===== src/rtl/instr_fetch_unit.sv =====
// instr_fetch_unit: PC register, req/ack instruction fetch, IR and decode.
// Define IFU_PREFETCH_EN to add a one-entry next-word prefetch buffer.
module instr_fetch_unit #(
    parameter int                ADDR_W   = 16,
    parameter logic [ADDR_W-1:0] RESET_PC = '0
) (
    input  logic              CLK,
    input  logic              RESET_N,
    input  logic              W_IM,
    input  logic              W_PC,
    input  logic              JUMP_TAKEN,
    input  logic [ADDR_W-1:0] JUMP_ADDR,
    output logic              IM_REQ,
    output logic [ADDR_W-1:0] IM_ADDR,
    input  logic              IM_ACK,
    input  logic [31:0]       IM_RDATA,
    output logic [ADDR_W-1:0] PC,
    output logic              IR_VALID,
    output logic              STALL,
    output logic              PC_ERR,
    output logic [2:0]        TYPE,
    output logic [4:0]        op,
    output logic [3:0]        RD,
    output logic [3:0]        RA,
    output logic [3:0]        RB,
    output logic [15:0]       IMM
);

    typedef enum logic [1:0] {
        IDLE   = 2'd0,
        FETCH  = 2'd1,
        LOADED = 2'd2
    } state_t;

    localparam logic [ADDR_W-1:0] ONE = {{(ADDR_W-1){1'b0}}, 1'b1};

    state_t            state_q, state_d;
    logic [ADDR_W-1:0] pc_q, pc_d, pc_inc;
    logic              req_q, req_d;
    logic [ADDR_W-1:0] addr_q, addr_d;
    logic [31:0]       ir_q, ir_d;
    logic              irv_q, irv_d;
    logic              err_q, err_d;

`ifdef IFU_PREFETCH_EN
    logic              pbv_q, pbv_d;
    logic [ADDR_W-1:0] pbt_q, pbt_d;
    logic [31:0]       pbd_q, pbd_d;
    logic              spec_q, spec_d;
    logic              stale_q, stale_d;
`endif

    assign pc_inc = pc_q + ONE;

    // Next-state and next-register values for every control/datapath register.
    always_comb begin
        state_d = state_q;
        pc_d    = pc_q;
        req_d   = req_q;
        addr_d  = addr_q;
        ir_d    = ir_q;
        irv_d   = irv_q;
        err_d   = err_q;
`ifdef IFU_PREFETCH_EN
        pbv_d   = pbv_q;
        pbt_d   = pbt_q;
        pbd_d   = pbd_q;
        spec_d  = spec_q;
        stale_d = stale_q;
`endif
        unique case (state_q)
            FETCH: begin
                if (W_PC) begin
                    err_d = 1'b1;
                end
                if (IM_ACK) begin
`ifdef IFU_PREFETCH_EN
                    if (stale_q) begin
                        // stale speculative word retired; reissue at PC
                        addr_d  = pc_q;
                        stale_d = 1'b0;
                    end else begin
                        ir_d    = IM_RDATA;
                        irv_d   = 1'b1;
                        req_d   = 1'b0;
                        state_d = LOADED;
                        if (!(pbv_q && pbt_q == pc_inc)) begin
                            req_d  = 1'b1;
                            addr_d = pc_inc;
                            spec_d = 1'b1;
                        end
                    end
`else
                    ir_d    = IM_RDATA;
                    irv_d   = 1'b1;
                    req_d   = 1'b0;
                    state_d = LOADED;
`endif
                end
            end
            IDLE, LOADED: begin
                if (W_PC) begin
                    pc_d    = JUMP_TAKEN ? JUMP_ADDR : pc_inc;
                    irv_d   = 1'b0;
                    state_d = IDLE;
`ifdef IFU_PREFETCH_EN
                    if (JUMP_TAKEN) begin
                        pbv_d = 1'b0;
                    end
`endif
                end
`ifdef IFU_PREFETCH_EN
                if (spec_q && IM_ACK) begin
                    req_d  = 1'b0;
                    spec_d = 1'b0;
                    if (addr_q == pc_d || addr_q == pc_d + ONE) begin
                        pbv_d = 1'b1;
                        pbt_d = addr_q;
                        pbd_d = IM_RDATA;
                    end
                end
                if (W_IM) begin
                    if (pbv_d && pbt_d == pc_d) begin
                        ir_d    = pbd_d;
                        irv_d   = 1'b1;
                        pbv_d   = 1'b0;
                        state_d = LOADED;
                        if (!spec_d) begin
                            req_d  = 1'b1;
                            addr_d = pc_d + ONE;
                            spec_d = 1'b1;
                        end
                    end else if (spec_d) begin
                        // adopt the outstanding request as the demand fetch
                        state_d = FETCH;
                        irv_d   = 1'b0;
                        spec_d  = 1'b0;
                        stale_d = (addr_q != pc_d);
                    end else begin
                        state_d = FETCH;
                        req_d   = 1'b1;
                        addr_d  = pc_d;
                        irv_d   = 1'b0;
                    end
                end
`else
                if (W_IM) begin
                    state_d = FETCH;
                    req_d   = 1'b1;
                    addr_d  = pc_d;
                    irv_d   = 1'b0;
                end
`endif
            end
            default: begin
                state_d = IDLE;
            end
        endcase
    end

    // FSM state register.
    always_ff @(posedge CLK or negedge RESET_N) begin
        if (!RESET_N) begin
            state_q <= IDLE;
        end else begin
            state_q <= state_d;
        end
    end

    // PC, request, IR and error registers.
    always_ff @(posedge CLK or negedge RESET_N) begin
        if (!RESET_N) begin
            pc_q   <= RESET_PC;
            req_q  <= 1'b0;
            addr_q <= RESET_PC;
            ir_q   <= '0;
            irv_q  <= 1'b0;
            err_q  <= 1'b0;
        end else begin
            pc_q   <= pc_d;
            req_q  <= req_d;
            addr_q <= addr_d;
            ir_q   <= ir_d;
            irv_q  <= irv_d;
            err_q  <= err_d;
        end
    end

`ifdef IFU_PREFETCH_EN
    // Prefetch buffer and speculative-request tracking.
    always_ff @(posedge CLK or negedge RESET_N) begin
        if (!RESET_N) begin
            pbv_q   <= 1'b0;
            pbt_q   <= '0;
            pbd_q   <= '0;
            spec_q  <= 1'b0;
            stale_q <= 1'b0;
        end else begin
            pbv_q   <= pbv_d;
            pbt_q   <= pbt_d;
            pbd_q   <= pbd_d;
            spec_q  <= spec_d;
            stale_q <= stale_d;
        end
    end
`endif

    assign IM_REQ   = req_q;
    assign IM_ADDR  = addr_q;
    assign PC       = pc_q;
    assign IR_VALID = irv_q;
    assign STALL    = (state_q == FETCH);
    assign PC_ERR   = err_q;
    assign TYPE     = ir_q[31:29];
    assign op       = ir_q[28:24];
    assign RD       = ir_q[23:20];
    assign RA       = ir_q[19:16];
    assign RB       = ir_q[15:12];
    assign IMM      = ir_q[15:0];

endmodule

===== config.mk =====
export PLATFORM = sky130hd
export DESIGN_NAME = instr_fetch_unit
export DESIGN_NICKNAME = d
export VERILOG_FILES = /design/src/rtl/instr_fetch_unit.sv
export SDC_FILE = /design/constraint.sdc
export NUM_CORES = 1
export LEC_CHECK = 0
export ABC_AREA = 1
export CORE_ASPECT_RATIO = 1.4
export CORE_MARGIN = 5
export CORE_UTILIZATION = 40
export DETAILED_ROUTE_END_ITERATION = 8
export PLACE_DENSITY = 0.77
export SLEW_MARGIN = 10
export SYNTH_ARGS = -nofsm -noshare
export SYNTH_HDL_FRONTEND = slang
export SYNTH_SLANG_ARGS = --single-unit

===== constraint.sdc =====
create_clock -name CLK -period 1.4 [get_ports CLK]
set_input_delay 0.28 -clock CLK [delete_from_list [all_inputs] [get_ports CLK]]
set_output_delay 0.28 -clock CLK [all_outputs]
set_load 0.01 [all_outputs]

Word level (Yosys, flattened, before mapping)
Index checks and enable logic that the tools add are counted.
Widths: inputs -> output; s select.
- $add $sub $neg: 1
- equal/unequal tests: 5
- muxes and demuxes: 13
- reduce and logical (&&, ||, !) cells: 9
- operators by type and width (cell ; count):
    $mux 16 ; 2
    $add 16x1->16 const B ; 1
    $reduce_and 2->1 ; 4
    $mux 2 ; 3
    $reduce_and 3->1 ; 2
    $mux 1 ; 5
    $ne 2x2->1 const B ; 2
    $pmux 1 s2 ; 2
    $pmux 2 s2 ; 1
    $ne 3x3->1 const B ; 1
    $eq 2x1->1 const B ; 1
    $eq 2x2->1 const B ; 1
    $logic_not 2->1 ; 1
    $reduce_bool 2->1 ; 1
    $reduce_or 2->1 ; 1
- flip-flop bits (word level): 69
- bits of input ports: 54
- output and inout port bits: 72
- logic and storage cells: 35

Logic depth before layout (Yosys ltp)
Gate-level depths: netlist (run 1).
- depth after elaboration: 4
- mapped depth: 10
- depth with buffers taken out: 10

Worst setup path before layout (run 1)
Ideal clock, no wire load.
- path type: register to register
- start: reg pc_q[1] (netlist: PC[1])
- end: reg pc_q[8] (netlist: PC[8])
- setup time: 0.130 ns
- arrival time: 1.301 ns
- required time: 1.270 ns
- path slack: -0.031 ns
- cell stages (with the launch flop): 9
- path buffers: 0
- clock period less this slack: 1.431 ns
- path through: dfrtp_1 > ha_1 > nand2_1 > nor2_2 > nand2_1 > o21ai_0 > nand2_1 > o21ai_1 > o21ai_1
- cells in the longest elaborated chain, start to end: 3
- ends and longest elaborated chain (element ; line ; RTL):
    start, declared ; 38 ; logic [ADDR_W-1:0] pc_q, pc_d, pc_inc;
    start signal, assigned ; 180 ; pc_q <= pc_d;
    $add 16x1->16 ; 53 ; assign pc_inc = pc_q + ONE;
    $mux 16 ; 103 ; pc_d = JUMP_TAKEN ? JUMP_ADDR : pc_inc;
    $mux 16 ; 102 ; if (W_PC) begin
No other way between the ends.
A chain may end at the register's enable or synchronous reset.

Worst setup path after layout (run 1)
- start: reg pc_q[1] (netlist: PC[1])
- end: reg pc_q[10] (netlist: PC[10])
Same word-level chain as after synthesis.

==> results of run 1 <==
[area by class of cell]
cell class                      count  share of cell area [%]
Inverter                           21                   1.590
Clock buffer                       13                   5.051
Sequential cell                    69                   32.51
Tap cell                          102                   2.385
Clock inverter                      3                  0.7951
Timing Repair Buffer              168                   29.37
Multi-Input combinational cell    321                   28.30
[per-stage QoR]
step / hold WS (ns) / total power [uW] / instances
2_1_floorplan: -0.01559 / 4821 / 432
3_3_place_gp: 0.3270 / 7083 / 665
3_5_place_dp: 0.3328 / 7177 / 665
4_1_cts: 0.4714 / 9252 / 690
5_1_grt: 0.4787 / 10170 / 697
6_report: 0.4659 / 9486 / 697
[sequential cells by signal, summed over array words and instances (netlist names)]
register,flops
IM_ADDR,16
IM_REQ,1
IR_VALID,1
PC,16
PC_ERR,1
ir_q,32
state_q,2
[cells by family after synthesis]
logic type	after synthesis	synth area share [%]
and+or+nand+nor	272	33.51
DFF	69	52.49
AOI/OAI and AO/OA	48	7.797
buffers and inverters	42	5.820
adders and majority gates	1	0.3803
[routing by layer]
metal | GRT usage, % | wire, um
met5 | 0 | 0
met1 | 22.80 | 3826
met4 | 7.588 | 143
met2 | 36.52 | 5301
met3 | 7.353 | 916
[repair_timing]
| action | 4_1_cts | 5_1_grt |
|---|---|---|
| setup buffers | 8 | 7 |
| pin swaps | 3 | 16 |
| gates resized for setup | 97 | 49 |
| endpoints found under the hold margin | 63 | 0 |
| gates cloned | 0 | 0 |
| setup endpoints to repair | 88 | 32 |
| hold buffers | 1 | 0 |
[worst register-to-register path, cell delays in order (launching register included)]
cell     delay [ns]
dfrtp_2        0.40
ha_4           0.18
nand2_4        0.06
nor2_4         0.15
nand2_2        0.09
o21ai_0        0.18
nand2_1        0.12
nand3_1        0.09
o21ai_1        0.06
[power groups by stage]
stage	logic, uW	registers, uW	clock network [uW]
floorplan	1220	3600	0
global placement	3760	3320	0
detailed placement	3830	3350	0
CTS	3620	3260	2370
global route	4310	3400	2460
finish	3870	3290	2320
[layout by cell type, fill, tap and decap left out, drive strengths merged, types with 2 or more instances in the layout]
| master | synthesis | final |
|---|---|---|
| o22ai | 2 | 2 |
| nand4 | 3 | 3 |
| o21ai | 35 | 35 |
| a21oi | 6 | 6 |
| clkinv | 2 | 2 |
| inv | 19 | 19 |
| clkinvlp | 0 | 2 |
| nor2 | 34 | 34 |
| buf | 13 | 47 |
| nand3 | 21 | 21 |
| clkdlybuf4s50 | 0 | 52 |
| dlygate4sd2 | 0 | 65 |
| clkbuf | 8 | 14 |
| nand2 | 212 | 212 |
| a31oi | 2 | 2 |
| dfrtp | 69 | 69 |
| clkdlybuf4s15 | 0 | 2 |
[final timing paths]
path | start | endpoint | slack (ns) | cells after the start
max reg2reg | PC[1] | PC[10] | -0.05 | 8
min in group asynchronous | RESET_N | ir_q[25] | 0.50 | 3
min reg2reg | PC_ERR | PC_ERR | 0.47 | 1
min | PC_ERR | PC_ERR | 0.47 | 1
max | PC[1] | PC[10] | -0.05 | 8
max in group asynchronous | RESET_N | PC[11] | 0.55 | 3
==> flow_summary.ini, run 1 <==
[grt]
grt_pass1_wl_um = 16430
grt.overflow.total = 0
grt_max_degree = 70
grt_pass1_vias = 3482
grt_usage_pct = 20.68
grt_antenna_before_repair = 0

[floorplan]
io_pins = 126
die_area_um2 = 10160
die_x_um = 86.64
die_h_um = 117.3
start_util_pct = 40.61
core_area_um2 = 8100
row_count = 39

[cells_and_area]
nNetsFinal = 645
seqCellArea_um2 = 1739
multi_input_area_um2 = 1514
antennaDiodeCount = 0
fin_util_pct = 66.05
num-fill-cells = 687
final_area_um2 = 5350
drive_above_1_share_pct = 18.82
area_growth_pct = 62.65

[power]
leakage_uw = 0.002699
p_int_uw = 6081
power_frac_clock_pct = 24.5
ir_worst_vdd_v = 0.0009780
seqPwrFrac_pct = 34.7
comb_power_share_pct = 40.9
power_density_nw_per_um2 = 1773
swShare_pct = 35.89
switchingPower_uw = 3405

[cts]
cts_tree = yes
htreeDepth = 3
cts_buffer_depth = 2
clock-sinks = 69
cts_root_buf = clkbuf_16
insertion_delay_ns = 0.32
cts_buffers = 9
clk_pin_slew_ns = 0.05

[worst_setup_path]
path_max_fanout = 3
cp_slowest_cell = dfrtp_2
cp_cell_sequence = ha_4 -> nand2_4 -> nor2_4 -> nand2_2 -> o21ai_0 -> nand2_1 -> nand3_1 -> o21ai_1
crit_family = simple AND/OR/NAND/NOR gates
crit_type = register to register
slowest_delay_ns = 0.40
critPathArrivalTime_ns = 1.65
critPathBufInv = 0
startpoint_type = register
endpoint_kind = register
crit_required_ns = 1.60

[drt]
vias_per_cell = 4.855
drt-initial-drc-count = 179
ant_nets = 0
dr_total_vias = 3384
dr.pass1.iters = 4
drt-total-wl_um = 10190
wire_per_inst_um = 14.62
route.detailed.drc = 0

[synth]
synth_top_area_share_pct = 52.49
synth-edff-count = 0
ys_ff_latch = 69
async_reset_ff_share_pct = 100.0
synthCells = 432
ys_warn_count = 0
yosys.area.top_type = dfrtp_1
synth.cell_area_um2 = 3289
ys_types = 28
synth-main-ff-cell = dfrtp_1
synth.net_count = 487
avgSynthCellArea_um2 = 7.614
seq_area_frac_synth_pct = 52.49
synth.most_common_cell = nand2_1
synthTopCellsByArea = dfrtp_1 (52%), nand2_1 (24%), o21ai_0 (4.3%), nor2_1 (3.1%), nand3_1 (3.0%)
synthTopCellsByCount = nand2_1 (206), dfrtp_1 (69), o21ai_0 (28)

[timing]
finalCritPeriodShare_pct = 103.3
timing.final.ws_setup_ns = -0.04562
relSlewSlack_pct = 74.51
tightestPinTransition_ns = 0.3824
clock-skew-final_ns = 0.007183
setup_viol = 6
rsz0062_at_grt = true
fin_setup_tns_ns = -0.1261
fin_crit_ns = 1.446
fmax_ghz = 0.6917
hold_violations = 0
final_max_slew_viol_count = 0

[status]
status = complete, but fails checks
violations = negative setup slack

[hold_path]
hp-class = register to register

[placement]
dp_slack_ns = -0.2357
place.port_buffers = 125
hpwl_um = 7168
place_area_um2 = 4833
gp_congestion = 0.9090

[run]
cap_viol_max_count = 0
Note: power is estimated with default switching activity, not from simulation.
==> run 2: changes to the inputs <==
- CORE_UTILIZATION: 40 -> 44
- PLACE_DENSITY: 0.77 -> 0.8
- clock period: 1.4 -> 1.6 ns (I/O delays scaled with it)
==> run 2 against run 1 <==
Net effect: the run now ends clean; power is 23% lower; final area is 6.2% lower; core utilization is 2.6 points higher; die area is 8.2% lower; routed wire length is 4.8% lower; clock power is 40% lower; clock-buffer cell count is 2 lower; register-to-register slack better by 0.15 ns; critical path depth is 7 lower; setup slack better by 0.092 ns; worst hold slack worse by 0.064 ns; clock skew is 0.0014 ns higher; critical path type is now register to output pin; critical endpoint is now IM_ADDR[13]; largest cell class unchanged; largest power group unchanged; highest routed layer unchanged.
==> flow_summary.ini, run 2 (synthesized netlist as in run 1, its figures left out) <==
[floorplan]
io_pins = 126
start_util_pct = 44.97
row_count = 37
die_h_um = 112.3
die_x_um = 83.08
core_area_um2 = 7315
die_area_um2 = 9330

[power]
switchingPower_uw = 2689
ir_worst_vdd_v = 0.0009795
swShare_pct = 36.95
power_density_nw_per_um2 = 1449
p_int_uw = 4588
comb_power_share_pct = 41.9
power_frac_clock_pct = 19.2
leakage_uw = 0.002788
seqPwrFrac_pct = 38.8

[worst_setup_path]
startpoint_type = register
endpoint_kind = output pin
cp_cell_sequence = clkdlybuf4s50_1
crit_type = register to output pin
cp_slowest_cell = clkdlybuf4s50_1
slowest_delay_ns = 0.54
crit_family = buffers and inverters
critPathBufInv = 1
critPathArrivalTime_ns = 1.23
path_max_fanout = 2
crit_required_ns = 1.28

[run]
cap_viol_max_count = 0

[drt]
dr.pass1.iters = 4
ant_nets = 0
wire_per_inst_um = 14.37
route.detailed.drc = 0
drt-initial-drc-count = 127
dr_total_vias = 3339
drt-total-wl_um = 9700
vias_per_cell = 4.947

[cts]
cts_root_buf = clkbuf_8
cts_buffer_depth = 2
insertion_delay_ns = 0.35
htreeDepth = 3
clk_pin_slew_ns = 0.07
cts_tree = yes
cts_buffers = 9
clock-sinks = 69

[timing]
final_max_slew_viol_count = 0
relSlewSlack_pct = 77.60
rsz0062_at_grt = false
setup_viol = 0
finalCritPeriodShare_pct = 97.13
hold_violations = 0
fin_setup_tns_ns = 0
fin_crit_ns = 1.554
clock-skew-final_ns = 0.008571
hold_ws_ns = 0.4016
fmax_ghz = 0.6435
tightestPinTransition_ns = 0.3360

[placement]
dp.cells = 651
place.port_buffers = 125
hpwl_um = 7172
gp_congestion = 0.8766

[grt]
grt_usage_pct = 21.08
grt_pass1_wl_um = 15850
grt_pass1_vias = 3369
grt_max_degree = 57
grt_antenna_before_repair = 0
grt.overflow.total = 0

[cells_and_area]
final_cell_mix = nand2_1 (206), dfrtp_1 (60), clkdlybuf4s50_1 (54), dlygate4sd2_1 (42)
final_cells = 675
final_common_cell = nand2_1
nNetsFinal = 628
top_register = ir_q
area_growth_pct = 52.64
largest_reg_flops = 32
num-fill-cells = 663
drive_above_1_share_pct = 12.11
antennaDiodeCount = 0
fin_util_pct = 68.65

[status]
status = finished, final reports clean

[hold_path]
hp-class = input pin to async pin
[run 2: cell types whose count changed in the layout (fill, tap and decap cells not counted), moves of 7 or more]
cell	change
dlygate4sd2_1	-23
buf_4	-10
buf_6	-7
clkbuf_16	-9
dlymetal6s2s_1	+28
o21ai_1	-12
o21ai_0	+12
nand2_1	+10
clkbuf_8	+7
[run 2: cell type report]
class / instances / area [um2] / share of cell area [%]
Clock buffer: 11 / 141.4 / 2.816
Clock inverter: 5 / 50.05 / 0.9968
Inverter: 21 / 81.33 / 1.620
Multi-Input combinational cell: 321 / 1378 / 27.44
Sequential cell: 69 / 1738 / 34.61
Tap cell: 97 / 121.4 / 2.417
Timing Repair Buffer: 151 / 1511 / 30.10
[run 2: metal layers]
metal	GRT usage, %	vias to the layer above	part of all wire (%)
met1	23.28	1554	39
met2	35.97	135	51
li1	-	1636	-
met3	8.811	14	8.5
met4	8.179	0	1.8
met5	0	-	0
[run 2: final timing paths]
check	startpoint	to	slack, ns	cells after the start
setup / recovery	IM_ADDR[13]	IM_ADDR[13]	0.05	1
hold / removal	RESET_N	ir_q[10]	0.40	2
setup reg to reg	PC[0]	IM_ADDR[13]	0.10	10
hold reg to reg	PC_ERR	PC_ERR	0.46	1
max in group asynchronous	RESET_N	PC[13]	0.57	3
min in group CLK	PC_ERR	PC_ERR	0.46	1
[run 2: metrics by stage]
stage / setup slack (ns) / power [uW] / area (um2)
5_1_grt: 0.0007180 / 7792 / 5021
6_report: 0.04590 / 7277 / 5021
3_5_place_dp: -0.08503 / 6143 / 4732
2_1_floorplan: 0.1692 / 4214 / 3289
3_3_place_gp: -0.01064 / 6045 / 4732
4_1_cts: 0.0001765 / 7421 / 4945
[run 2: timing repair]
action,4_1_cts,5_1_grt
cloned,0,0
endpoints found under the hold margin,13,0
endpoints found under the setup margin,47,30
hold buffers,1,0
gates resized for setup,51,30
buffers inserted,7,0
[run 2: power by group through the flow]
stage / Combinational [uW] / Clock (uW) / Sequential [uW]
5_1_grt: 3360 / 1520 / 2910
4_1_cts: 3140 / 1440 / 2830
6_report: 3050 / 1400 / 2820
3_5_place_dp: 3220 / 0 / 2930
3_3_place_gp: 3140 / 0 / 2900
2_1_floorplan: 1070 / 0 / 3150
[run 2: worst reg2reg max path, cell delays in order, from the launching register on]
cell and delay (ns):
dfrtp_1 0.39, buf_4 0.16, nand3_2 0.11, nor2_2 0.22, nand3_1 0.11, nand2_1 0.07
nand3_1 0.07, nand2_1 0.06, nand2_1 0.08, nand2_1 0.07, nand2_1 0.06
==> run 3: changes to the inputs <==
- CAP_MARGIN: default -> 20
- CORE_UTILIZATION: 44 -> 63
- DONT_BUFFER_PORTS: default -> 1
- PLACE_DENSITY: 0.8 -> 0.79
- SETUP_SLACK_MARGIN: default -> 0.15
==> run 3 against run 2 <==
Net effect: the run now ends with negative hold slack left; first-iteration DRC count grew 57%; sequential power up 16%; power decreased by 13%; critical path depth up 6; routed wire length shrank 18%; fmax is 5.0% higher; clock power rose by 9%; die area fell by 27%; flip-flop and latch count is the same; largest power group is now registers; via count down 16%; core utilization rose by 2.7 points.
==> flow_summary.ini, run 3 (synthesized netlist as in run 1, its figures left out) <==
[status]
status = complete, but fails checks
violations = negative hold slack

[worst_setup_path]
endpoint_kind = register
critPathBufInv = 1
cpMostUsedCell = o21ai_0
crit_required_ns = 1.82
critPathArrivalTime_ns = 1.70
path_max_fanout = 4
worstSetupStartpoint = PC[1]
r2r-end = PC[6]
crit_family = simple AND/OR/NAND/NOR gates
path_depth = 7
cp_slowest_cell = dfrtp_1
startpoint_type = register
slowest_delay_ns = 0.36
cp_cell_sequence = ha_2 -> nand3_2 -> buf_4 -> nor3_1 -> o21ai_0 -> nand2_1 -> o21ai_0
r2r_cells = 7
crit_type = register to register
r2r_setup_slack_ns = 0.12
r2r_start = PC[1]

[run]
cap_viol_max_count = 0

[cells_and_area]
drive_above_1_share_pct = 13.74
antennaDiodeCount = 0
largest_reg_flops = 32
final_area_um2 = 3652
nNetsFinal = 494
multi_input_area_um2 = 1405
seqCellArea_um2 = 1733
final_cell_mix = nand2_1 (204), dfrtp_1 (64), o21ai_0 (26), nor2_1 (26), nand3_1 (19)
num-fill-cells = 429
area_growth_pct = 11.03
top_register = ir_q
final_common_cell = nand2_1
final_cells = 510

[timing]
hold_ws_ns = -0.3322
tightestPinTransition_ns = 0.3594
final_max_slew_viol_count = 0
fin_crit_ns = 1.481
clock-skew-final_ns = 0.01081
relSlewSlack_pct = 76.02
setup_viol = 0
hold_violations = 69
finalCritPeriodShare_pct = 92.54
fin_setup_tns_ns = 0
fmax_ghz = 0.6754
rsz0062_at_grt = true

[drt]
route.detailed.drc = 0
dr.pass1.iters = 5
ant_nets = 0
vias_per_cell = 5.500
dr_total_vias = 2805
drt-total-wl_um = 7953
drt-initial-drc-count = 199
wire_per_inst_um = 15.59

[power]
swShare_pct = 39.07
seqPwrFrac_pct = 51.8
switchingPower_uw = 2462
leakage_uw = 0.001833
power_density_nw_per_um2 = 1725
power_frac_clock_pct = 24.1
p_int_uw = 3839
ir_worst_vdd_v = 0.001201
comb_power_share_pct = 24.0
p_total_uw = 6301

[cts]
insertion_delay_ns = 0.34
cts_tree = yes
clk_pin_slew_ns = 0.07
cts_root_buf = clkbuf_8
cts_buffers = 9
cts_buffer_depth = 2
cts_setup_buffers = 0
clock-sinks = 69
htreeDepth = 3

[floorplan]
io_pins = 126
row_count = 31
start_util_pct = 64.25
core_area_um2 = 5120
die_x_um = 71.07
die_area_um2 = 6787
die_h_um = 95.50

[placement]
dp.cells = 494
gp_congestion = 0.9313
hpwl_um = 5787
place_area_um2 = 3390
place.port_buffers = 0

[hold_path]
hp-class = input pin to async pin

[grt]
grt_pass1_wl_um = 12940
grt.overflow.total = 0
grt_usage_pct = 24.35
grt_max_degree = 70
grt_pass1_vias = 2688
grt_antenna_before_repair = 0
-- run 3: worst max path at each step --
stage	endpoint
after global placement	PC[8]
after CTS	IM_ADDR[13]
after floorplan	PC[8]
final	PC[6]
after global routing	PC[14]
after detailed placement	IM_ADDR[8]
-- run 3: layout make-up --
type	count	share of cell area [%]
Multi-Input combinational cell	321	38.47
Clock inverter	5	2.330
Inverter	21	2.398
Clock buffer	11	3.597
Timing Repair Buffer	17	3.494
Tap cell	66	2.261
Sequential cell	69	47.45
-- run 3: routing by layer --
metal | GRT usage, % | part of all wire [%]
met1 | 28.47 | 38
met5 | 0 | 0
met2 | 40.48 | 50
met4 | 11.29 | 1.8
met3 | 8.122 | 10
-- run 3: power groups by stage --
| stage | sequential, uW | clock, uW | combinational (uW) |
|---|---|---|---|
| final | 3260 | 1520 | 1510 |
| after global routing | 3370 | 1640 | 1730 |
| after CTS | 3260 | 1540 | 1470 |
| after detailed placement | 3270 | 0 | 1470 |
| after global placement | 3270 | 0 | 1410 |
| after floorplan | 3150 | 0 | 1070 |
-- run 3: repair_timing --
item	CTS	global route
hold endpoints to repair	69	69
gates resized for setup	1	18
setup endpoints to repair	2	59
pin swaps	0	5
-- run 3: through the flow --
step	hold slack [ns]	util, %	setup slack, ns
5_1_grt	-0.3634	71.33	0.02665
3_3_place_gp	0.02592	66.20	0.1913
2_1_floorplan	0.02441	-	0.1692
3_5_place_dp	0.02609	66.20	0.1477
6_report	-0.3322	71.33	0.1194
4_1_cts	-0.3439	70.50	0.1532
